[src/rtl/fpga_wr_pkg.sv]
// Shared frame definitions for the FPGA<->DSP shared-RAM link.
// The transmit writer and the receive checker both import this package,
// so they agree on frame length, base address and interrupt width.
package fpga_wr_pkg;

    localparam int unsigned FRAME_NUM       = 32;
    localparam logic [9:0]  FRAME_BASE_ADDR = 10'h040;
    localparam int unsigned FRAME_INT_WIDTH = 100;
    localparam int unsigned CLK_HZ          = 100_000_000;

    typedef enum logic [1:0] {
        S_IDLE,
        S_WAIT_BUS,
        S_WRITE,
        S_INT
    } wr_state_e;

endpackage

[src/rtl/frame_csum.sv]
// 16-bit wrap-around frame accumulator; csum_o is the inverted running sum,
// which is the value carried in the last word of a frame.
module frame_csum (
    input  logic        clk_i,
    input  logic        rst_i,
    input  logic        clr_i,
    input  logic        en_i,
    input  logic [15:0] data_i,
    output logic [15:0] csum_o
);

    logic [15:0] sum_q;
    logic [15:0] sum_d;

    // Next sum: clear wins over accumulate.
    always_comb begin
        sum_d = sum_q;
        if (clr_i) begin
            sum_d = '0;
        end else if (en_i) begin
            sum_d = sum_q + data_i;
        end
    end

    // Sum register.
    always_ff @(posedge clk_i) begin
        if (rst_i) begin
            sum_q <= '0;
        end else begin
            sum_q <= sum_d;
        end
    end

    assign csum_o = ~sum_q;

endmodule

[src/rtl/fpga_wr.sv]
// FPGA-to-DSP status uplink: snapshots status words, writes one checksummed
// frame into shared RAM (yielding to DSP accesses), then pulses xint_n low.
module fpga_wr
    import fpga_wr_pkg::*;
#(
    parameter int unsigned NUM       = FRAME_NUM,
    parameter logic [9:0]  BASE_ADDR = FRAME_BASE_ADDR,
    parameter int unsigned INT_WIDTH = FRAME_INT_WIDTH
) (
    input  logic                  clk_100M,
    input  logic                  reset,
    input  logic                  start,
    input  logic [(NUM-2)*16-1:0] status_flat,
    input  logic                  dsp_r,
    output logic [9:0]            addr_w,
    output logic [15:0]           ram_din,
    output logic                  ram_we,
    output logic                  xint_n,
    output logic                  busy,
    output logic                  done,
    output logic                  overrun
);

    localparam int unsigned   KW     = $clog2(NUM);
    localparam int unsigned   CW     = $clog2(INT_WIDTH + 1);
    localparam logic [KW-1:0] K_LAST = KW'(NUM - 1);
    localparam logic [CW-1:0] C_LAST = CW'(INT_WIDTH - 1);

    wr_state_e             state_q, state_d;
    logic [KW-1:0]         k_q, k_d;
    logic [CW-1:0]         cnt_q, cnt_d;
    logic [15:0]           seq_q, seq_d;
    logic                  pend_q, pend_d;
    logic                  done_q, done_d;
    logic                  ovr_q, ovr_d;
    logic [(NUM-2)*16-1:0] snap_q, snap_d;

    logic        take;
    logic        queue;
    logic        csum_clr;
    logic        csum_en;
    logic [15:0] csum_n;
    logic [15:0] word_k;

    frame_csum u_csum (
        .clk_i  (clk_100M),
        .rst_i  (reset),
        .clr_i  (csum_clr),
        .en_i   (csum_en),
        .data_i (word_k),
        .csum_o (csum_n)
    );

    // Frame word k: sequence counter, snapshot words, then inverted sum.
    always_comb begin
        word_k = seq_q;
        for (int unsigned i = 0; i < NUM - 2; i++) begin
            if (k_q == KW'(i + 1)) begin
                word_k = snap_q[16*i +: 16];
            end
        end
        if (k_q == K_LAST) begin
            word_k = csum_n;
        end
    end

    // Request queueing and FSM next state / RAM port drive.
    always_comb begin
        state_d  = state_q;
        k_d      = k_q;
        cnt_d    = cnt_q;
        seq_d    = seq_q;
        pend_d   = pend_q;
        snap_d   = snap_q;
        done_d   = 1'b0;
        ovr_d    = 1'b0;
        ram_we   = 1'b0;
        ram_din  = '0;
        csum_clr = 1'b0;
        csum_en  = 1'b0;

        // The done cycle is already IDLE, but a start seen there is queued
        // rather than taken, so it launches from IDLE one cycle later.
        take  = (state_q == S_IDLE) && (pend_q || (start && !done_q));
        queue = start && ((state_q != S_IDLE) || done_q);
        if (take) begin
            pend_d = 1'b0;
        end
        if (queue) begin
            if (pend_q && !take) begin
                ovr_d = 1'b1;
            end else begin
                pend_d = 1'b1;
            end
        end

        case (state_q)
            S_IDLE: begin
                if (take) begin
                    snap_d   = status_flat;
                    csum_clr = 1'b1;
                    state_d  = S_WAIT_BUS;
                end
            end
            S_WAIT_BUS: begin
                if (!dsp_r) begin
                    k_d     = '0;
                    state_d = S_WRITE;
                end
            end
            S_WRITE: begin
                ram_din = word_k;
                if (!dsp_r) begin
                    ram_we = 1'b1;
                    if (k_q == K_LAST) begin
                        k_d     = '0;
                        cnt_d   = '0;
                        state_d = S_INT;
                    end else begin
                        csum_en = 1'b1;
                        k_d     = k_q + 1'b1;
                    end
                end
            end
            S_INT: begin
                if (cnt_q == C_LAST) begin
                    done_d  = 1'b1;
                    seq_d   = seq_q + 16'd1;
                    state_d = S_IDLE;
                end else begin
                    cnt_d = cnt_q + 1'b1;
                end
            end
            default: state_d = S_IDLE;
        endcase
    end

    // State and datapath registers.
    always_ff @(posedge clk_100M) begin
        if (reset) begin
            state_q <= S_IDLE;
            k_q     <= '0;
            cnt_q   <= '0;
            seq_q   <= '0;
            pend_q  <= 1'b0;
            done_q  <= 1'b0;
            ovr_q   <= 1'b0;
            snap_q  <= '0;
        end else begin
            state_q <= state_d;
            k_q     <= k_d;
            cnt_q   <= cnt_d;
            seq_q   <= seq_d;
            pend_q  <= pend_d;
            done_q  <= done_d;
            ovr_q   <= ovr_d;
            snap_q  <= snap_d;
        end
    end

    assign addr_w  = BASE_ADDR + 10'(k_q);
    assign xint_n  = (state_q != S_INT);
    assign busy    = (state_q != S_IDLE);
    assign done    = done_q;
    assign overrun = ovr_q;

endmodule

[config.mk]
export PLATFORM = sky130hd
export DESIGN_NAME = fpga_wr
export DESIGN_NICKNAME = d
export VERILOG_FILES = /design/src/rtl/fpga_wr_pkg.sv /design/src/rtl/frame_csum.sv /design/src/rtl/fpga_wr.sv
export SDC_FILE = /design/constraint.sdc
export NUM_CORES = 2
export LEC_CHECK = 0
export CAP_MARGIN = 40
export CORE_MARGIN = 2
export CORE_UTILIZATION = 38
export DETAILED_ROUTE_END_ITERATION = 16
export GPL_TIMING_DRIVEN = 0
export SLEW_MARGIN = 40
export SYNTH_ARGS = -nofsm -noshare
export SYNTH_HDL_FRONTEND = slang
export SYNTH_SLANG_ARGS = --single-unit
[constraint.sdc]
create_clock -name clk_100M -period 8.15 [get_ports clk_100M]
set_input_delay 1.63 -clock clk_100M [delete_from_list [all_inputs] [get_ports clk_100M]]
set_output_delay 1.63 -clock clk_100M [all_outputs]
set_load 0.05 [all_outputs]
==> results.sh <==
export IMPL_comb_power_share=0.273
export IMPL_nFillCells=6689
export IMPL_fin_cells=4970
export IMPL_num_vias=28026
export IMPL_track_usage=0.334
export IMPL_grt_first_pass_wirelength_um=168000
export IMPL_hold_path_class="reg -> reg"
export IMPL_tightest_slew_ns=0.917
export IMPL_gp_congestion=1.02
export IMPL_crit_reg2reg_launch="k_q[0]$_SDFFE_PP0P_"
export IMPL_setup_viol=0
export IMPL_timing_fmax_mhz=123
export IMPL_n_antenna_cell=0
export IMPL_p_int_uw=5350
export IMPL_finClkSkew_ns=0.0186
export IMPL_min_delay_start="snap_q[51]$_SDFFE_PP0P_"
export IMPL_antenna_left=0
export IMPL_cp_end_kind="primary output"
export IMPL_cts_tree="done"
export IMPL_maxCapViolCount=0
export IMPL_setup_tns_ns=0
export IMPL_ys_flop_type="dfxtp_1"
export IMPL_crit_required_ns=6.52
export IMPL_io_pins=515
export IMPL_slew_violations=0
export IMPL_ys_types=81
export IMPL_synthesis_area_um2=25100
export IMPL_start_util=0.383
export IMPL_p_leak_uw=0.0122
export IMPL_finalHoldViolCount=0
export IMPL_p_seq_frac=0.417
export IMPL_die_y_um=261
export IMPL_period_needed_ns=8.12
export IMPL_vdd_drop_max_v=0.000165
export IMPL_rows=94
export IMPL_drt_first_pass_iters=6
export IMPL_worstPathArrival_ns=6.49
export IMPL_async_flop_share=0
export IMPL_wl_per_cell_um=24.0
export IMPL_crit_start="k_q[0]$_SDFFE_PP0P_"
export IMPL_dp_hpwl_um=95600
export IMPL_rsz0062_at_grt="no"
export IMPL_die_area_um2=68000
export IMPL_synthCells=3496
export IMPL_die_w_um=261
export IMPL_finalCritPeriodShare=0.997
export IMPL_cp_max_fo=10
export IMPL_synth_commonest_cells="1118 x nand2_1, 619 x a21oi_1, 529 x dfxtp_1, 234 x clkbuf_1, 191 x nor2_1"
export IMPL_fin_nets=4577
export IMPL_drive_above_1_share=0.0368
export IMPL_area_growth_pct=32.3
export IMPL_grt_pass1_vias=26061
export IMPL_yosysTopAreaCell="dfxtp_1"
export IMPL_switching_share=0.365
export IMPL_via_per_inst=5.64
export IMPL_power_density_nw_per_um2=254
export IMPL_yosys_top_cells_area="dfxtp_1 42%, nand2_1 17%, a21oi_1 12%, clkbuf_1 3.5%, nor2_1 2.9%"
export IMPL_root_buffer="clkbuf_16"
export IMPL_io_buffers=508
export IMPL_p_clk_frac=0.310
export IMPL_core_um2=65500
export IMPL_critPathKind="reg -> out"
export IMPL_dpl_cell_count=4871
export IMPL_yosysSeqAreaShare=0.422
export IMPL_antenna_found_initial=5
export IMPL_synth_most_common_cell="nand2_1"
export IMPL_maxSlewHeadroom=0.380
export IMPL_cts_max_level=2
export IMPL_synth_warnings=0
export IMPL_wirelength_um=119000
export IMPL_outcome="finished clean"
export IMPL_clock_latency_ns=0.63
export IMPL_clockBufferDepth=3
export IMPL_grt_overflow_total=0
export IMPL_p_sw_uw=3080
export IMPL_drc_errors=0
export IMPL_path_clk_slew_ns=0.06
export IMPL_synth_top_area_share=0.422
export IMPL_synth_seq_cells=529
export IMPL_numCtsBuffers=56
export IMPL_syn_avg_cell_area_um2=7.17
export IMPL_drtIter0Drc=2780
export IMPL_grt_max_degree=15
export IMPL_cts_sinks=529
export IMPL_synth_edf_count=0
export IMPL_cp_start_kind="flop"
==> cells in the final DEF (no fill, tap or decap), types with 25 or more instances in the layout <==
cell | netlist | routed
nand2_1 | 1118 | 1118
a21oi_1 | 619 | 619
dfxtp_1 | 529 | 529
clkdlybuf4s50_1 | 0 | 508
clkbuf_1 | 234 | 234
nor2_1 | 191 | 187
o21ai_0 | 108 | 107
clkbuf_16 | 0 | 57
nor3_1 | 54 | 49
nand3_1 | 46 | 46
o22ai_1 | 44 | 44
inv_1 | 30 | 30
a22oi_1 | 28 | 28
ha_1 | 27 | 27
a221oi_1 | 25 | 25
==> power by group through the flow <==
stage                     Clock [µW]  Combinational, µW  Sequential, µW
after floorplan                    0               1420            3330
after global placement             0               2250            3540
after detailed placement           0               2280            3550
after CTS                       2630               2280            3500
after global routing            2720               2530            3540
final                           2610               2300            3520
==> per-stage QoR <==
stage | utilization | instance area, µm² | hold WS, ns | setup slack [ns] | power, µW
4_1_cts | 0.506 | 33100 | 0.455 | 0.0407 | 8410
2_1_floorplan | - | 25100 | 0.431 | 2.13 | 4750
3_5_place_dp | 0.477 | 31300 | 0.447 | 0.723 | 5820
5_1_grt | 0.506 | 33200 | 0.468 | 0.00279 | 8790
6_report | 0.506 | 33200 | 0.455 | 0.0271 | 8430
3_3_place_gp | 0.477 | 31200 | 0.441 | 0.508 | 5790
==> worst max-delay path, stage by stage, from the launching register on <==
cell	delay [ns]
dfxtp_1	0.46
ha_1	0.20
clkbuf_1	0.37
clkbuf_1	0.48
clkbuf_1	0.64
clkbuf_2	0.45
a21oi_1	0.14
o21ai_0	0.28
a31oi_1	0.11
nor3_1	0.46
o21ai_0	0.37
o21ai_0	0.58
a31o_2	0.28
and2_1	0.20
clkdlybuf4s50_1	0.83
==> registers in the layout, summed over array words and instances (netlist names), 2 cells and up <==
name          count
snap_q          480
cnt_q             7
k_q               5
u_csum.sum_q     16
seq_q            16
state_q           2
==> path summary, 6_finish.rpt <==
kind                                    to  slack [ns]  depth (start not counted)
min reg2reg        snap_q[51]$_SDFFE_PP0P_        0.45                          2
max                            ram_din[10]        0.03                         14
min                snap_q[51]$_SDFFE_PP0P_        0.45                          2
max reg2reg  u_csum.sum_q[14]$_SDFFE_PP0P_        0.89                         22
==> layer usage <==
metal	vias to the layer above	track usage	routed length [µm]
met5	-	0	58
met4	8	0.148	5780
met3	298	0.0583	9980
met2	1407	0.545	54400
met1	13177	0.433	49000
li1	13136	-	-
==> layout make-up <==
cell class,instances,area [µm²],area share
Buffer,270,1060,0.0321
Clock buffer,80,1680,0.0508
Clock inverter,19,170,0.00513
Inverter,33,124,0.00374
Multi-Input combinational cell,2667,13400,0.403
Sequential cell,529,10600,0.319
Tap cell,864,1080,0.0326
Timing Repair Buffer,508,5080,0.153
==> kinds of logic (layout without fill, tap and decap cells) <==
group	after synthesis	in the layout	share of synthesized area
simple gates	1561	1561	0.259
compound gates	1028	1028	0.240
buf+inv	303	910	0.0471
fa+ha+maj	28	28	0.0143
other cells	2	5	0.000300
mux	21	21	0.00848
flops	529	529	0.422
xor+xnor	24	24	0.00838
==> timing repair <==
action	in CTS	in global routing
setup endpoints to repair	0	4
hold buffers	0	0
gates resized for setup	0	5
buffers inserted	0	0
No activity file was read; power rests on OpenSTA's default activity.
